<file path="src/rtl/gbar_responder_pkg.sv">
// Shared widths and request/response payload types for the global-barrier responder.
package gbar_responder_pkg;

  localparam int unsigned NUM_CORES     = 4;
  localparam int unsigned NUM_BARRIERS  = 8;
  localparam int unsigned NC_WIDTH      = (NUM_CORES > 1) ? $clog2(NUM_CORES) : 1;
  localparam int unsigned NB_WIDTH      = (NUM_BARRIERS > 1) ? $clog2(NUM_BARRIERS) : 1;
  localparam int unsigned PERF_CTR_BITS = 16;

  typedef struct packed {
    logic [NB_WIDTH-1:0] id;
    logic [NC_WIDTH-1:0] size_m1;
    logic [NC_WIDTH-1:0] core_id;
  } gbar_req_data_t;

  typedef struct packed {
    logic [NB_WIDTH-1:0] id;
  } gbar_rsp_data_t;

endpackage

</file>
<file path="src/rtl/gbar_responder_if.sv">
// Core-side gbar request channel plus the broadcast release response.
interface gbar_responder_if #(
  parameter int unsigned NUM_REQS = 4
);
  import gbar_responder_pkg::*;

  logic [NUM_REQS-1:0]          req_valid;
  logic [NUM_REQS*NB_WIDTH-1:0] req_id;
  logic [NUM_REQS*NC_WIDTH-1:0] req_size_m1;
  logic [NUM_REQS*NC_WIDTH-1:0] req_core_id;
  logic [NUM_REQS-1:0]          req_ready;
  logic                         rsp_valid;
  logic [NB_WIDTH-1:0]          rsp_id;

  modport master (
    output req_valid, req_id, req_size_m1, req_core_id,
    input  req_ready, rsp_valid, rsp_id
  );

  modport slave (
    input  req_valid, req_id, req_size_m1, req_core_id,
    output req_ready, rsp_valid, rsp_id
  );

endinterface

</file>
<file path="src/rtl/gbar_rr_arbiter.sv">
// Round-robin arbiter: one grant per cycle, search starts at the pointer, pointer moves
// past the winner. No grants while reset is asserted.
module gbar_rr_arbiter #(
  parameter int unsigned N = 4,
  localparam int unsigned IW = (N > 1) ? $clog2(N) : 1
) (
  input  logic          clk,
  input  logic          reset,
  input  logic [N-1:0]  valid_in,
  output logic [IW-1:0] grant_index,
  output logic [N-1:0]  grant_onehot,
  output logic          grant_valid
);

  logic [IW-1:0] ptr_q, ptr_d;
  logic [N-1:0]  req;

  assign req = reset ? '0 : valid_in;

  always_comb begin
    grant_valid  = 1'b0;
    grant_index  = '0;
    grant_onehot = '0;
    for (int unsigned i = 0; i < N; i++) begin
      if (!grant_valid && req[(32'(ptr_q) + i) % N]) begin
        grant_valid  = 1'b1;
        grant_index  = IW'((32'(ptr_q) + i) % N);
        grant_onehot[(32'(ptr_q) + i) % N] = 1'b1;
      end
    end
  end

  always_comb begin
    ptr_d = ptr_q;
    if (grant_valid) begin
      ptr_d = IW'((32'(grant_index) + 32'd1) % N);
    end
  end

  always_ff @(posedge clk) begin
    if (reset) begin
      ptr_q <= '0;
    end else begin
      ptr_q <= ptr_d;
    end
  end

endmodule

</file>
<file path="src/rtl/gbar_responder.sv">
// Global-barrier responder: tracks arrived cores per barrier id and broadcasts a one-cycle
// registered release. Define GBAR_PERF_EN to add release/stall performance counters.
module gbar_responder
  import gbar_responder_pkg::*;
#(
  parameter int unsigned NUM_REQS = 4,
  localparam int unsigned RW = (NUM_REQS > 1) ? $clog2(NUM_REQS) : 1
) (
  input  logic                     clk,
  input  logic                     reset,
  gbar_responder_if.slave          bus,
  output logic                     busy
`ifdef GBAR_PERF_EN
  ,
  output logic [PERF_CTR_BITS-1:0] perf_releases,
  output logic [PERF_CTR_BITS-1:0] perf_stalls
`endif
);

  gbar_req_data_t      reqs [NUM_REQS];
  gbar_req_data_t      acc;
  logic [RW-1:0]       grant_index;
  logic [NUM_REQS-1:0] grant_onehot;
  logic                grant_valid;

  logic [NUM_CORES-1:0] mask_q [NUM_BARRIERS];
  logic [NUM_CORES-1:0] mask_d [NUM_BARRIERS];
  logic [NC_WIDTH-1:0]  ctr_q  [NUM_BARRIERS];
  logic [NC_WIDTH-1:0]  ctr_d  [NUM_BARRIERS];
  logic [NC_WIDTH-1:0]  size_q [NUM_BARRIERS];
  logic                 rsp_valid_q, rsp_valid_d;
  logic [NB_WIDTH-1:0]  rsp_id_q, rsp_id_d;
  logic                 busy_q, busy_d;
  logic                 dup_hit;

  for (genvar p = 0; p < NUM_REQS; p++) begin : g_unpack
    assign reqs[p].id      = bus.req_id[p*NB_WIDTH +: NB_WIDTH];
    assign reqs[p].size_m1 = bus.req_size_m1[p*NC_WIDTH +: NC_WIDTH];
    assign reqs[p].core_id = bus.req_core_id[p*NC_WIDTH +: NC_WIDTH];
  end

  gbar_rr_arbiter #(
    .N (NUM_REQS)
  ) u_arb (
    .clk          (clk),
    .reset        (reset),
    .valid_in     (bus.req_valid),
    .grant_index  (grant_index),
    .grant_onehot (grant_onehot),
    .grant_valid  (grant_valid)
  );

  assign acc           = reqs[grant_index];
  assign bus.req_ready = grant_onehot;
  assign bus.rsp_valid = rsp_valid_q;
  assign bus.rsp_id    = rsp_id_q;
  assign busy          = busy_q;

  // A duplicate arrival is dropped; a release clears the epoch instead of setting the bit.
  always_comb begin
    mask_d      = mask_q;
    ctr_d       = ctr_q;
    rsp_valid_d = 1'b0;
    rsp_id_d    = rsp_id_q;
    dup_hit     = 1'b0;
    if (grant_valid) begin
      dup_hit = mask_q[acc.id][acc.core_id];
      if (!dup_hit) begin
        if (ctr_q[acc.id] == acc.size_m1) begin
          mask_d[acc.id] = '0;
          ctr_d[acc.id]  = '0;
          rsp_valid_d    = 1'b1;
          rsp_id_d       = acc.id;
        end else begin
          mask_d[acc.id][acc.core_id] = 1'b1;
          ctr_d[acc.id]               = ctr_q[acc.id] + NC_WIDTH'(1);
        end
      end
    end
  end

  always_comb begin
    busy_d = 1'b0;
    for (int unsigned b = 0; b < NUM_BARRIERS; b++) begin
      busy_d = busy_d | (|mask_q[b]);
    end
  end

  always_ff @(posedge clk) begin
    if (reset) begin
      for (int unsigned b = 0; b < NUM_BARRIERS; b++) begin
        mask_q[b] <= '0;
        ctr_q[b]  <= '0;
        size_q[b] <= '0;
      end
      rsp_valid_q <= 1'b0;
      rsp_id_q    <= '0;
      busy_q      <= 1'b0;
    end else begin
      mask_q      <= mask_d;
      ctr_q       <= ctr_d;
      rsp_valid_q <= rsp_valid_d;
      rsp_id_q    <= rsp_id_d;
      busy_q      <= busy_d;
      if (grant_valid && !dup_hit) begin
        size_q[acc.id] <= acc.size_m1;
      end
    end
  end

  // Protocol checks only; they warn and let simulation continue.
  always_ff @(posedge clk) begin
    if (!reset && grant_valid) begin
      assert (!dup_hit)
        else $warning("gbar: duplicate arrival core %0d barrier %0d", acc.core_id, acc.id);
      assert (dup_hit || mask_q[acc.id] == '0 || size_q[acc.id] == acc.size_m1)
        else $warning("gbar: size_m1 differs from earlier arrival on barrier %0d", acc.id);
    end
  end

`ifdef GBAR_PERF_EN
  logic [PERF_CTR_BITS-1:0] rel_cnt_q, stall_cnt_q, stall_inc;

  always_comb begin
    stall_inc = '0;
    for (int unsigned p = 0; p < NUM_REQS; p++) begin
      if (bus.req_valid[p] && !grant_onehot[p]) begin
        stall_inc = stall_inc + PERF_CTR_BITS'(1);
      end
    end
  end

  always_ff @(posedge clk) begin
    if (reset) begin
      rel_cnt_q   <= '0;
      stall_cnt_q <= '0;
    end else begin
      rel_cnt_q   <= rel_cnt_q + PERF_CTR_BITS'(rsp_valid_q);
      stall_cnt_q <= stall_cnt_q + stall_inc;
    end
  end

  assign perf_releases = rel_cnt_q;
  assign perf_stalls   = stall_cnt_q;
`endif

endmodule
</file>
<file path="src/flat_wrapper.sv">
// flat-port wrapper written by rule: the top's interface ports become plain ports
module gbar_responder_flat import gbar_responder_pkg::*;
#(
  parameter int unsigned NUM_REQS = 4,
  localparam int unsigned RW = (NUM_REQS > 1) ? $clog2(NUM_REQS) : 1
)
  (clk, reset, busy, bus_req_valid, bus_req_id, bus_req_size_m1, bus_req_core_id, bus_req_ready, bus_rsp_valid, bus_rsp_id);
  gbar_responder_if #(.NUM_REQS(NUM_REQS)) bus_i ();
  input  logic clk;
  input  logic reset;
  output logic busy;
  input wire logic [$bits(bus_i.req_valid)-1:0] bus_req_valid;
  input wire logic [$bits(bus_i.req_id)-1:0] bus_req_id;
  input wire logic [$bits(bus_i.req_size_m1)-1:0] bus_req_size_m1;
  input wire logic [$bits(bus_i.req_core_id)-1:0] bus_req_core_id;
  output wire logic [$bits(bus_i.req_ready)-1:0] bus_req_ready;
  output wire logic [$bits(bus_i.rsp_valid)-1:0] bus_rsp_valid;
  output wire logic [$bits(bus_i.rsp_id)-1:0] bus_rsp_id;
  assign bus_i.req_valid = bus_req_valid;
  assign bus_i.req_id = bus_req_id;
  assign bus_i.req_size_m1 = bus_req_size_m1;
  assign bus_i.req_core_id = bus_req_core_id;
  assign bus_req_ready = bus_i.req_ready;
  assign bus_rsp_valid = bus_i.rsp_valid;
  assign bus_rsp_id = bus_i.rsp_id;
  gbar_responder #(.NUM_REQS(NUM_REQS)) u_core (.clk(clk), .reset(reset), .bus(bus_i), .busy(busy));
endmodule
</file>
<file path="config.mk">
export PLATFORM = sky130hd
export DESIGN_NAME = gbar_responder_flat
export DESIGN_NICKNAME = d
export VERILOG_FILES = /design/src/rtl/gbar_responder_pkg.sv /design/src/rtl/gbar_responder_if.sv /design/src/rtl/gbar_rr_arbiter.sv /design/src/rtl/gbar_responder.sv /design/src/flat_wrapper.sv
export SDC_FILE = /design/constraint.sdc
export NUM_CORES = 1
export LEC_CHECK = 0
export ABC_CLOCK_PERIOD_IN_PS = 8400
export BUFFER_PORTS_ARGS = -buffer_cell sky130_fd_sc_hd__buf_2
export CAP_MARGIN = 20
export CORE_ASPECT_RATIO = 0.7
export CORE_MARGIN = 5
export CORE_UTILIZATION = 49
export DETAILED_ROUTE_END_ITERATION = 10
export PLACE_DENSITY = 0.77
export SLEW_MARGIN = 20
export SYNTH_ARGS = -nofsm -noshare
export SYNTH_HDL_FRONTEND = slang
export SYNTH_SLANG_ARGS = --single-unit
</file>
<file path="constraint.sdc">
create_clock -name clk -period 8.4 [get_ports clk]
set_clock_uncertainty 0.1 [all_clocks]
set_input_delay 0.84 -clock clk [delete_from_list [all_inputs] [get_ports clk]]
set_output_delay 0.84 -clock clk [all_outputs]
set_load 0.01 [all_outputs]
</file>
**After elaboration in Yosys (flattened, before gate mapping)**

Index checks and enable logic that the tools add are counted.

- Register bits after elaboration: 55
- Input port bits: 34
- Logic and storage cells: 133

- $add $sub $neg: 5
- $lt $le $gt $ge: 13
- Equality and inequality tests: 1
- Muxes and demuxes: 52
- Bitwise logic cells: 19
- Reductions and logical operators: 23

Operator list:

| operator | number |
|---|---|
| 4-bit 2-to-1 mux | 9 |
| 32-bit AND | 1 |
| 32-bit 2-to-1 mux | 1 |
| 32-bit NOT | 1 |
| 32-bit bitwise OR | 1 |
| 4-bit OR reduction | 8 |
| 4-bit demux with 3-bit select | 2 |
| 16-bit AND | 1 |
| 16-bit bitwise mux | 1 |
| 16-bit 2-to-1 mux | 1 |
| 16-bit NOT | 1 |
| 2-bit by 3-bit less-than comparator with 1-bit output (second input constant) | 5 |
| 1-bit 2-to-1 mux | 15 |
| 7-bit binary-select mux with 2-bit select | 1 |
| 2-bit 2-to-1 mux | 7 |
| 7-bit 2-to-1 mux | 2 |
| 4-bit binary-select mux with 3-bit select | 1 |
| 4-bit bitwise OR | 3 |
| 1-bit binary-select mux with 2-bit select | 5 |
| 1-bit demux with 2-bit select | 5 |
| 2-bit by 1-bit greater-or-equal comparator with 1-bit output (second input constant) | 5 |
| 1-bit logical AND | 9 |
| 1-bit bitwise OR | 7 |
| 2-bit by 1-bit adder with 2-bit output (second input constant) | 3 |
| 14 further kinds | 18 |

**Logic depth before layout (Yosys ltp)**

Gate-level depths: netlist of run 1.

- Depth in word-level cells: 25
- Mapped depth: 19
- Mapped depth without buffers: 12

**By module**

From an unflattened synthesis of run 1, not the netlist that was laid out.

- Cells, all modules: 390
- Area total of the unflattened synthesis: 3,544.6 sq um

Modules (own cells, without submodules):

| module | times used | cells each | area an instance (sq um) | sequential area each (sq um) |
|---|---|---|---|---|
| gbar_responder | 1 | 306 | 2,844.0 | 1,061.0 |
| gbar_rr_arbiter | 1 | 84 | 700.7 | 40.0 |

**Worst setup path after synthesis of run 1**

Ideal clock, no wire load.

- Path kind: register to register
- Start point: reg u_core.u_arb.ptr_q[0]
- End point: reg u_core.mask_q[21] in the netlist's numbering
- Library setup time: 0.086 ns
- Arrival time: 3.783 ns
- Slack: 4.431 ns
- Stages on the path, launching flop included: 20
- Buffers on the path: 7
- Period minus slack after synthesis: 3.969 ns
- Path through: dfxtp_1 > buf_4 > inv_1 > ha_1 > buf_4 > a21bo_1 > a211o_1 > buf_2 > buf_2 > nand4b_1 > o31ai_1 > mux2_4 > buf_6 > a22oi_1 > o2111ai_1 > nor4b_2 > buf_4 > buf_4 > nand3_1 > a221oi_2

- Longest elaborated chain between the ends: 24

Ends and longest elaborated chain:

| what | line | source |
|---|---|---|
| start, declared | gbar_rr_arbiter.sv:15 | `logic [IW-1:0] ptr_q, ptr_d;` |
| start signal, assigned | gbar_rr_arbiter.sv:44 | `ptr_q <= ptr_d;` |
| parallel branches: the longest is 24 deep, another holds 2-bit by 1-bit adder with 2-bit output | - |  |
| end signal, assigned | gbar_responder.sv:100 | `mask_q <= mask_d;` |
| end, declared | gbar_responder.sv:26 | `logic [NUM_CORES-1:0] mask_q [NUM_BARRIERS];` |

Several ways; the timed one is not identified. The select of a mux whose other input is x is not followed.
A chain may end at the register's enable or synchronous reset.

**Final worst setup path of run 1**

- Start point: reg u_core.u_arb.ptr_q[0]
- End point: reg u_core.rsp_id_q[2], in the netlist u_core.bus.rsp_id[2]

- Longest elaborated chain between the ends: 24

Ends and longest elaborated chain:

| what | line | source |
|---|---|---|
| parallel branches: the longest is 24 deep, another holds 2-bit by 1-bit adder with 2-bit output | - |  |
| end signal, assigned | gbar_responder.sv:103 | `rsp_id_q <= rsp_id_d;` |
| end, declared | gbar_responder.sv:32 | `logic [NB_WIDTH-1:0] rsp_id_q, rsp_id_d;` |

Several ways; the timed one is not identified. The select of a mux whose other input is x is not followed.

==> results.cfg, run 1 <==
[outcome]
status = finished, final reports clean

[critical_path]
cp_max_fo = 65
start_kind = flop
end_kind = flop
reg2reg_slack_ns = 2.42
arrival_ns = 6.03
cp.required_ns = 8.44
worstSetupPathType = flop to flop

[timing]
finalSetupViolations = 0
finalCritPeriodShare_pct = 71.2
rsz0062_at_grt = no
whs_ns = 0.378
worst_pin_slew_ns = 1.03
fin_crit_ns = 5.98
slew_headroom_pct = 31.1
maxSlewViolCount = 0
hold_viol_final = 0
setup_ws_ns = 2.42
fin_setup_tns_ns = 0
max_freq_ghz = 0.167

[synthesis]
ys_types = 74
ys_seq_area_share_pct = 24.7
yosys_warnings = 0
synth_top_cell_by_area = dfxtp_1
async_reset_ff_share_pct = 0
syn_area_um2 = 4460
synth_edf_count = 0
synth.avg_cell_area_um2 = 8.18
syn_inst = 546
synth_area_leaders = dfxtp_1, a211oi_2, a31oi_1
syn_nets = 584
synth_top_area_share_pct = 24.7
synth_ff_type = dfxtp_1
ys_ff_latch = 55

[floorplan]
num_rows = 29
start_util_pct = 49.8
dieWidth_um = 124
die_area_um2 = 11200
die_h_um = 89.9
core_um2 = 8960
ioPinCount = 43

[drt]
wl_met1_mm = 6.79
ant_nets = 0
top_layer = met4
wl_met2_mm = 6.16
vias = 4749
remaining_drc_errors = 0
wl_met3_mm = 1.70
drt_first_pass_iters = 6
vias_per_cell = 6.99
wire_per_inst_um = 21.9
drt-initial-drc-count = 705
drt_wl_total_mm = 14.8

[cts]
cts.path.max_buffers = 2
htreeDepth = 2
cts_tree = built
cts_root_buf = clkbuf_16
clock-sinks = 55
postCtsHoldBufs = 0
postCtsSetupRepairBufs = 0
clk_pin_slew_ns = 0.07
ctsResizeCount = 0
clock_latency_ns = 0.30
cts_buffers = 5

[min_path]
hold_path.class = flop to flop

[global_route]
grt_pass1_wl_mm = 24.1
grt_use_total_pct = 26.8
antenna_found_initial = 0
grt_pass1_vias = 4511
grt_max_degree = 66
grt.overflow.total = 0

[cells_and_area]
fin_nets = 593
syn_to_final_growth_pct = 7.37
ff_latch_area_um2 = 1100
multi_input_area_um2 = 3000
nFillCells = 833
drive_above_1_share_pct = 18.7
design_area_um2 = 4790
diodes = 0

[power_and_ir_drop]
p_per_area_nw_per_um2 = 232
total_leakage_power_nw = 1.68
ir_drop_uv = 103
total_power_mw = 1.11

[place]
io_buffer_count = 42
place_area_um2 = 4610
hpwl_mm = 10.8
pre_cts_ws_ns = 2.53
place_congestion = 0.977

[job]
maxCapViolCount = 0
[final timing paths]
path,to,depth (start not counted),from
max reg2reg,u_core.bus.rsp_id[2]$_SDFFE_PP0P_,13,u_core.u_arb.ptr_q[0]$_SDFFE_PP0N_
min reg2reg,u_core.bus.rsp_id[0]$_SDFFE_PP0P_,2,u_core.bus.rsp_id[0]$_SDFFE_PP0P_
max,u_core.bus.rsp_id[2]$_SDFFE_PP0P_,13,u_core.u_arb.ptr_q[0]$_SDFFE_PP0N_
min,u_core.bus.rsp_id[0]$_SDFFE_PP0P_,2,u_core.bus.rsp_id[0]$_SDFFE_PP0P_
[cell usage in the layout, fill, tap and decap left out, types with 5 or more instances in the layout]
master      n
o31ai_1    10
a31oi_1    34
nand3_1    29
a21oi_1    27
nand4_1     9
buf_2      42
clkbuf_16   5
a211oi_1   24
dfxtp_1    55
o22ai_1     5
a211oi_2   21
and3_1      5
o21ai_0    15
buf_4       6
nor3_1      8
mux2i_1    15
nand2_1    43
o2111ai_1   5
a221oi_2    5
a211o_1    11
nor2_1     16
nand2b_1    5
inv_1      29
nor3b_1     7
and2_1     14
nor4_1     22
[report_power, final]
group	switching, mW	leakage, nW	internal [mW]
Clock	0.0965	0.0727	0.117
Combinational	0.394	1.16	0.187
Sequential	0.0259	0.446	0.290
[cell usage after synthesis, drive strengths merged, types with 4 or more instances]
cell	number
a31oi	34
o2111ai	6
a22oi	5
a222oi	4
and2	14
ha	4
mux2	4
dfxtp	55
o21ai	19
a221oi	9
o22ai	5
nor2	18
mux2i	16
buf	33
nor4	22
nand3	29
nor3b	7
nand2	44
a21oi	27
nand2b	5
and3	5
a211o	11
inv	29
nor3	9
o211a	4
o31ai	10
o211ai	6
a211oi	45
nand4	9
a21boi	5
clkbuf	14
[through the flow]
stage | std cells | utilization (%)
final | 679 | 53.5
after global placement | 671 | 51.5
after floorplan | 546 | -
after global routing | 679 | 53.5
after detailed placement | 671 | 51.5
after CTS | 678 | 53.1
[state kept, by name, indices dropped and copies added (netlist names)]
| signal | count |
|---|---|
| u_core.busy | 1 |
| u_core.bus.rsp_valid | 1 |
| u_core.bus.rsp_id | 3 |
| u_core.mask_q | 32 |
| u_core.u_arb.ptr_q | 2 |
| u_core.ctr_q | 16 |
[cells by family after synthesis]
family,Yosys count,share of synthesized area [%]
fa+ha+maj,4,1.12
mux,21,5.18
compound gates,212,38.6
flops,55,24.7
simple gates,176,21.3
xor+xnor,2,0.392
buf+inv,76,8.66
[layout make-up]
type,instances,area share [%]
multi-input cells,415,62.6
flip-flops and latches,55,23.0
repair buffers,49,5.90
well taps,124,3.24
clock buffers,6,2.90
inverters,29,2.27
clock inverters,1,0.104
[per-layer routing]
metal	global-route usage, %	vias up
met5	0	-
met4	5.93	0
met3	7.47	29
met2	37.0	297
met1	41.0	2258
li1	-	2165
[critical path: stages (launching register included)]
cell and delay (ns):
dfxtp_1 0.66, inv_1 0.24, ha_1 0.53, nor3b_1 0.34, a211o_1 0.59, nand2_1 0.51
a31oi_1 0.48, mux2i_2 0.33, a22o_1 0.32, a221oi_1 0.33, nor4b_4 0.24, buf_4 0.55
o2111ai_2 0.34, mux2i_1 0.20
Power figures use the tool's default switching activity.
==> inputs of run 2 (changes only) <==
--- a/config.mk
+++ b/config.mk
@@ -5,14 +5,14 @@
 export SDC_FILE = /design/constraint.sdc
 export NUM_CORES = 1
 export LEC_CHECK = 0
-export ABC_CLOCK_PERIOD_IN_PS = 8400
+export ABC_CLOCK_PERIOD_IN_PS = 5400
 export BUFFER_PORTS_ARGS = -buffer_cell sky130_fd_sc_hd__buf_2
 export CAP_MARGIN = 20
 export CORE_ASPECT_RATIO = 0.7
 export CORE_MARGIN = 5
 export CORE_UTILIZATION = 49
 export DETAILED_ROUTE_END_ITERATION = 10
-export PLACE_DENSITY = 0.77
+export PLACE_DENSITY = 0.8
 export SLEW_MARGIN = 20
 export SYNTH_ARGS = -nofsm -noshare
 export SYNTH_HDL_FRONTEND = slang
==> constraint.sdc (replaced) <==
create_clock -name clk -period 5.4 [get_ports clk]
set_clock_uncertainty 0.1 [all_clocks]
set_input_delay 0.54 -clock clk [delete_from_list [all_inputs] [get_ports clk]]
set_output_delay 0.54 -clock clk [all_outputs]
set_load 0.01 [all_outputs]
==> run 2 against run 1 <==
  * Largest cell class unchanged
  * Total power up 67%
  * Critical endpoint is now u_core.ctr_q[5]$_SDFFE_PP0P_
  * Maximum frequency up 28%
  * Utilization up 1.5 points
  * Final cell count up 2.2%
  * Count of clock-buffer cells in the layout down 1
  * Global-route usage down 0.39 points
  * Flip-flop and latch count unchanged
==> results.cfg, run 2 (synthesis gave the netlist of run 1 again) <==
[cts]
cts_tree = built
cts_buffers = 5
htreeDepth = 2
clock-sinks = 55
postCtsHoldBufs = 0
cts_root_buf = clkbuf_16
postCtsSetupRepairBufs = 0
clock_latency_ns = 0.30
clk_pin_slew_ns = 0.08
cts.path.max_buffers = 2
ctsResizeCount = 0

[drt]
vias_per_cell = 7.10
drt_wl_total_mm = 14.9
drt-initial-drc-count = 688
ant_nets = 0
vias = 4925
wire_per_inst_um = 21.5
remaining_drc_errors = 0
drt_first_pass_iters = 6

[timing]
maxSlewViolCount = 0
finalCritPeriodShare_pct = 86.8
whs_ns = 0.363
worst_pin_slew_ns = 0.876
setup_ws_ns = 0.711
rsz0062_at_grt = no
fin_crit_ns = 4.69
slew_headroom_pct = 41.1
fin_setup_tns_ns = 0
finalSetupViolations = 0
max_freq_ghz = 0.213
hold_viol_final = 0

[power_and_ir_drop]
p_per_area_nw_per_um2 = 375
total_power_mw = 1.85
total_leakage_power_nw = 1.76
ir_drop_uv = 163

[place]
hpwl_mm = 11.0
io_buffer_count = 42
place_area_um2 = 4740
place_congestion = 1.02
pre_cts_ws_ns = 0.869

[min_path]
min_from = u_core.bus.rsp_id[0]$_SDFFE_PP0P_
whs_path_depth = 2
hold_path.class = flop to flop
min_to = u_core.bus.rsp_id[0]$_SDFFE_PP0P_

[critical_path]
path_depth = 13
crit_chain = inv_1, ha_1, mux2i_1, o2111ai_1, o211a_1, nor2_1, a21oi_1, a31oi_1, o221ai_1, nor4b_4, buf_4, and2_1, a211oi_1
cp_top_family = compound AO/OA/AOI/OAI gates
arrival_ns = 4.73
cp_max_fo = 27
reg2reg_to = u_core.ctr_q[5]$_SDFFE_PP0P_
cp_slowest_cell = nor2_1
r2r_start = u_core.u_arb.ptr_q[0]$_SDFFE_PP0N_
reg2reg_slack_ns = 0.71
r2r_cells = 13
end_kind = flop
cp.required_ns = 5.44
worstSetupPathType = flop to flop
crit_path_max_incr_delay_ns = 0.55
crit_buf_inv = 2
start_kind = flop

[global_route]
grt_pass1_vias = 4502
antenna_found_initial = 0
grt_use_total_pct = 26.4
grt_max_degree = 55
grt.overflow.total = 0
grt_pass1_wl_mm = 23.9

[cells_and_area]
syn_to_final_growth_pct = 10.5
ff_latch_area_um2 = 1100
top_register = u_core.mask_q
fin_nets = 607
multi_input_area_um2 = 2990
nFillCells = 855
largest_reg_flops = 32
final_common_cell = dfxtp_1
drive_above_1_share_pct = 20.5
design_area_um2 = 4930
diodes = 0
final_cell_mix = dfxtp_1, nand2_1, buf_2

[floorplan]
die_h_um = 89.9
die_area_um2 = 11200
num_rows = 29
start_util_pct = 49.8
ioPinCount = 43
core_um2 = 8960
dieWidth_um = 124

[outcome]
status = finished, final reports clean

[job]
maxCapViolCount = 0
==> run 2: stage by stage <==
stage	util (%)	std cells
floorplan	-	546
global placement	52.9	686
finish	55.0	694
CTS	55.0	694
detailed placement	52.9	686
global route	55.0	694
==> run 2: power breakdown <==
group          leakage, nW  internal, mW  switching (mW)  total [mW]
combinational         1.23         0.312           0.634       0.945
sequential           0.446         0.451          0.0313       0.482
clock               0.0900         0.266           0.158       0.424
==> run 2: worst min-delay path: cells and delay by family, from the launching register on <==
kind             cells  cell delay [ns]
flip-flops           1             0.32
multiplexers         1             0.05
AND/OR/NAND/NOR      1             0.05
==> run 2: area by class of cell <==
type / count / share of cell area [%]
Multi-Input combinational cell: 415 / 60.7
Sequential cell: 55 / 22.3
Timing Repair Buffer: 63 / 7.71
Tap cell: 124 / 3.15
Clock buffer: 5 / 2.54
Inverter: 29 / 2.21
Clock inverter: 3 / 1.37
==> run 2: how the worst max path moves through the flow <==
| stage | startpoint | endpoint | slack [ns] |
|---|---|---|---|
| 3_5_place_dp | u_core.u_arb.ptr_q[0]$_SDFFE_PP0N_ | u_core.ctr_q[13]$_SDFFE_PP0P_ | 0.87 |
| 5_1_grt | u_core.u_arb.ptr_q[0]$_SDFFE_PP0N_ | u_core.ctr_q[13]$_SDFFE_PP0P_ | 0.39 |
| 4_1_cts | u_core.u_arb.ptr_q[0]$_SDFFE_PP0N_ | u_core.ctr_q[5]$_SDFFE_PP0P_ | 0.85 |
| 6_report | u_core.u_arb.ptr_q[0]$_SDFFE_PP0N_ | u_core.ctr_q[5]$_SDFFE_PP0P_ | 0.71 |
| 3_3_place_gp | u_core.u_arb.ptr_q[0]$_SDFFE_PP0N_ | u_core.ctr_q[7]$_SDFFE_PP0P_ | 1.03 |
| 2_1_floorplan | u_core.u_arb.ptr_q[0]$_SDFFE_PP0N_ | u_core.mask_q[21]$_SDFFE_PP0P_ | 1.43 |
==> run 2: per-layer routing <==
layer | GRT usage (%) | routed length [µm]
met1 | 41.5 | 6660
met4 | 6.11 | 281
met5 | 0 | 0
met2 | 35.5 | 6180
met3 | 6.71 | 1830
==> inputs of run 3 (changes only) <==
--- a/config.mk
+++ b/config.mk
@@ -9,8 +9,8 @@
 export BUFFER_PORTS_ARGS = -buffer_cell sky130_fd_sc_hd__buf_2
 export CAP_MARGIN = 20
 export CORE_ASPECT_RATIO = 0.7
-export CORE_MARGIN = 5
 export CORE_UTILIZATION = 49
+export CTS_BUF_LIST = sky130_fd_sc_hd__clkbuf_16
 export DETAILED_ROUTE_END_ITERATION = 10
 export PLACE_DENSITY = 0.8
 export SLEW_MARGIN = 20
==> run 3 against run 2 <==
  * Clock power down 23%
  * Count of clock-buffer cells in the layout did not move
  * Worst setup slack worse by 0.16 ns
  * Sequential power hardly changed
  * Utilization up 1.2 points
  * Non-clock buffer count is 3 lower
  * Register-to-register slack got worse by 0.16 ns
  * Hold slack better by 0.010 ns
  * First-iteration DRC count decreased by 1.7%
  * Wire length is 0.24% lower
  * Sequential share of layout area up 0.30 points
  * Critical endpoint is now u_core.ctr_q[7]$_SDFFE_PP0P_
  * Largest cell class unchanged
  * Largest power group unchanged
==> results.cfg, run 3 (synthesis gave the netlist of run 1 again) <==
[cells_and_area]
diodes = 0
design_area_um2 = 4860
ff_latch_area_um2 = 1100
final_common_cell = dfxtp_1
fin_nets = 604
largest_reg_flops = 32
final_cell_mix = dfxtp_1, nand2_1, buf_2
nFillCells = 820
multi_input_area_um2 = 2990
syn_to_final_growth_pct = 8.97
drive_above_1_share_pct = 19.8
top_register = u_core.mask_q

[floorplan]
core_um2 = 8650
die_area_um2 = 9500
dieWidth_um = 116
ioPinCount = 43
die_h_um = 81.9
start_util_pct = 51.6
num_rows = 28

[cts]
cts.path.max_buffers = 2
clock-sinks = 55
clock_latency_ns = 0.30
cts_root_buf = clkbuf_16
htreeDepth = 2
cts_buffers = 5
clk_pin_slew_ns = 0.07
postCtsSetupRepairBufs = 0
postCtsHoldBufs = 0
ctsResizeCount = 0
cts_tree = built

[power_and_ir_drop]
ir_drop_uv = 170
pwr-share-comb_pct = 53.7
intPower_mw = 0.931
power_frac_seq_pct = 27.7
switchingPower_mw = 0.810
p_per_area_nw_per_um2 = 358
power.share.switching_pct = 46.5
clkPwrFrac_pct = 18.7
total_power_mw = 1.74
total_leakage_power_nw = 1.74

[drt]
drt_first_pass_iters = 6
wire_per_inst_um = 21.7
drt-initial-drc-count = 676
remaining_drc_errors = 0
vias_per_cell = 7.02
vias = 4826
ant_nets = 0
drt_wl_total_mm = 14.9

[critical_path]
end_kind = flop
start_kind = flop
crit_chain = inv_1, ha_1, o21ba_2, a211o_1, nor2_2, o21ai_0, mux2_2, a22oi_1, o2111ai_1, nor4b_4, buf_12, and2_1, a211oi_1
cp_max_fo = 64
startpoint = u_core.u_arb.ptr_q[0]$_SDFFE_PP0N_
worstSetupPathType = flop to flop
cp.required_ns = 5.45
crit_path_max_incr_delay_ns = 0.52
arrival_ns = 4.90
cp_slowest_cell = nor2_2
r2r_start = u_core.u_arb.ptr_q[0]$_SDFFE_PP0N_

[timing]
hold_viol_final = 0
fin_setup_tns_ns = 0
slew_headroom_pct = 38.5
whs_ns = 0.373
fin_crit_ns = 4.85
worst_pin_slew_ns = 0.918
rsz0062_at_grt = no
maxSlewViolCount = 0
finalSetupViolations = 0
finalCritPeriodShare_pct = 89.8
max_freq_ghz = 0.206

[global_route]
antenna_found_initial = 0
grt_pass1_vias = 4460
met3_usage_pct = 7.75
met1_usage_pct = 45.6
grt_use_total_pct = 32.4
grt.overflow.total = 0
grt_max_degree = 65
grt_busiest_layer = met2
gr-usage-met2_pct = 47.9
grt_pass1_wl_mm = 23.5

[min_path]
min_from = u_core.bus.rsp_id[2]$_SDFFE_PP0P_
hold_path.class = flop to flop

[place]
hpwl_mm = 11.0
place_congestion = 1.02
io_buffer_count = 42
place_area_um2 = 4720

[job]
maxCapViolCount = 0

[outcome]
status = finished, final reports clean
[run 3: through the flow]
step | setup slack (ns) | std cells | util [%]
after floorplan | 1.43 | 546 | -
after global placement | 0.862 | 679 | 54.6
after detailed placement | 0.691 | 679 | 54.6
after CTS | 0.654 | 687 | 56.2
after global routing | 0.347 | 687 | 56.2
final | 0.552 | 687 | 56.2
[run 3: final timing paths]
| check | depth (start not counted) | endpoint | slack (ns) |
|---|---|---|---|
| worst max register to register | 13 | u_core.ctr_q[7]$_SDFFE_PP0P_ | 0.55 |
| worst min-delay path | 2 | u_core.bus.rsp_id[2]$_SDFFE_PP0P_ | 0.37 |
| worst max-delay path | 13 | u_core.ctr_q[7]$_SDFFE_PP0P_ | 0.55 |
| worst min register to register | 2 | u_core.bus.rsp_id[2]$_SDFFE_PP0P_ | 0.37 |
[run 3: power by group through the flow]
stage	Sequential, mW	Clock (mW)	Combinational [mW]
6_report	0.481	0.325	0.934
5_1_grt	0.483	0.342	0.995
4_1_cts	0.480	0.324	0.904
3_5_place_dp	0.488	0	0.900
3_3_place_gp	0.487	0	0.878
2_1_floorplan	0.487	0	0.668
[run 3: cell type report]
type,instances,area share (%)
multi-input cells,415,61.5
flip-flops and latches,55,22.6
repair buffers,60,7.61
well taps,120,3.09
clock buffers,5,2.57
inverters,29,2.24
clock inverters,3,0.334
[run 3: per-layer routing]
metal	wire (µm)	vias up
met5	0	-
met4	306	0
met3	1680	38
met2	6300	297
met1	6630	2312
li1	-	2179
[run 3: worst max-delay path: cells and delay by family, from the launching register on]
kind            cells  cell delay (ns)
compound gates      6             1.60
simple gates        3             1.25
fa+ha+maj           1             0.50
mux                 1             0.44
buf+inv             2             0.42
flops               1             0.33
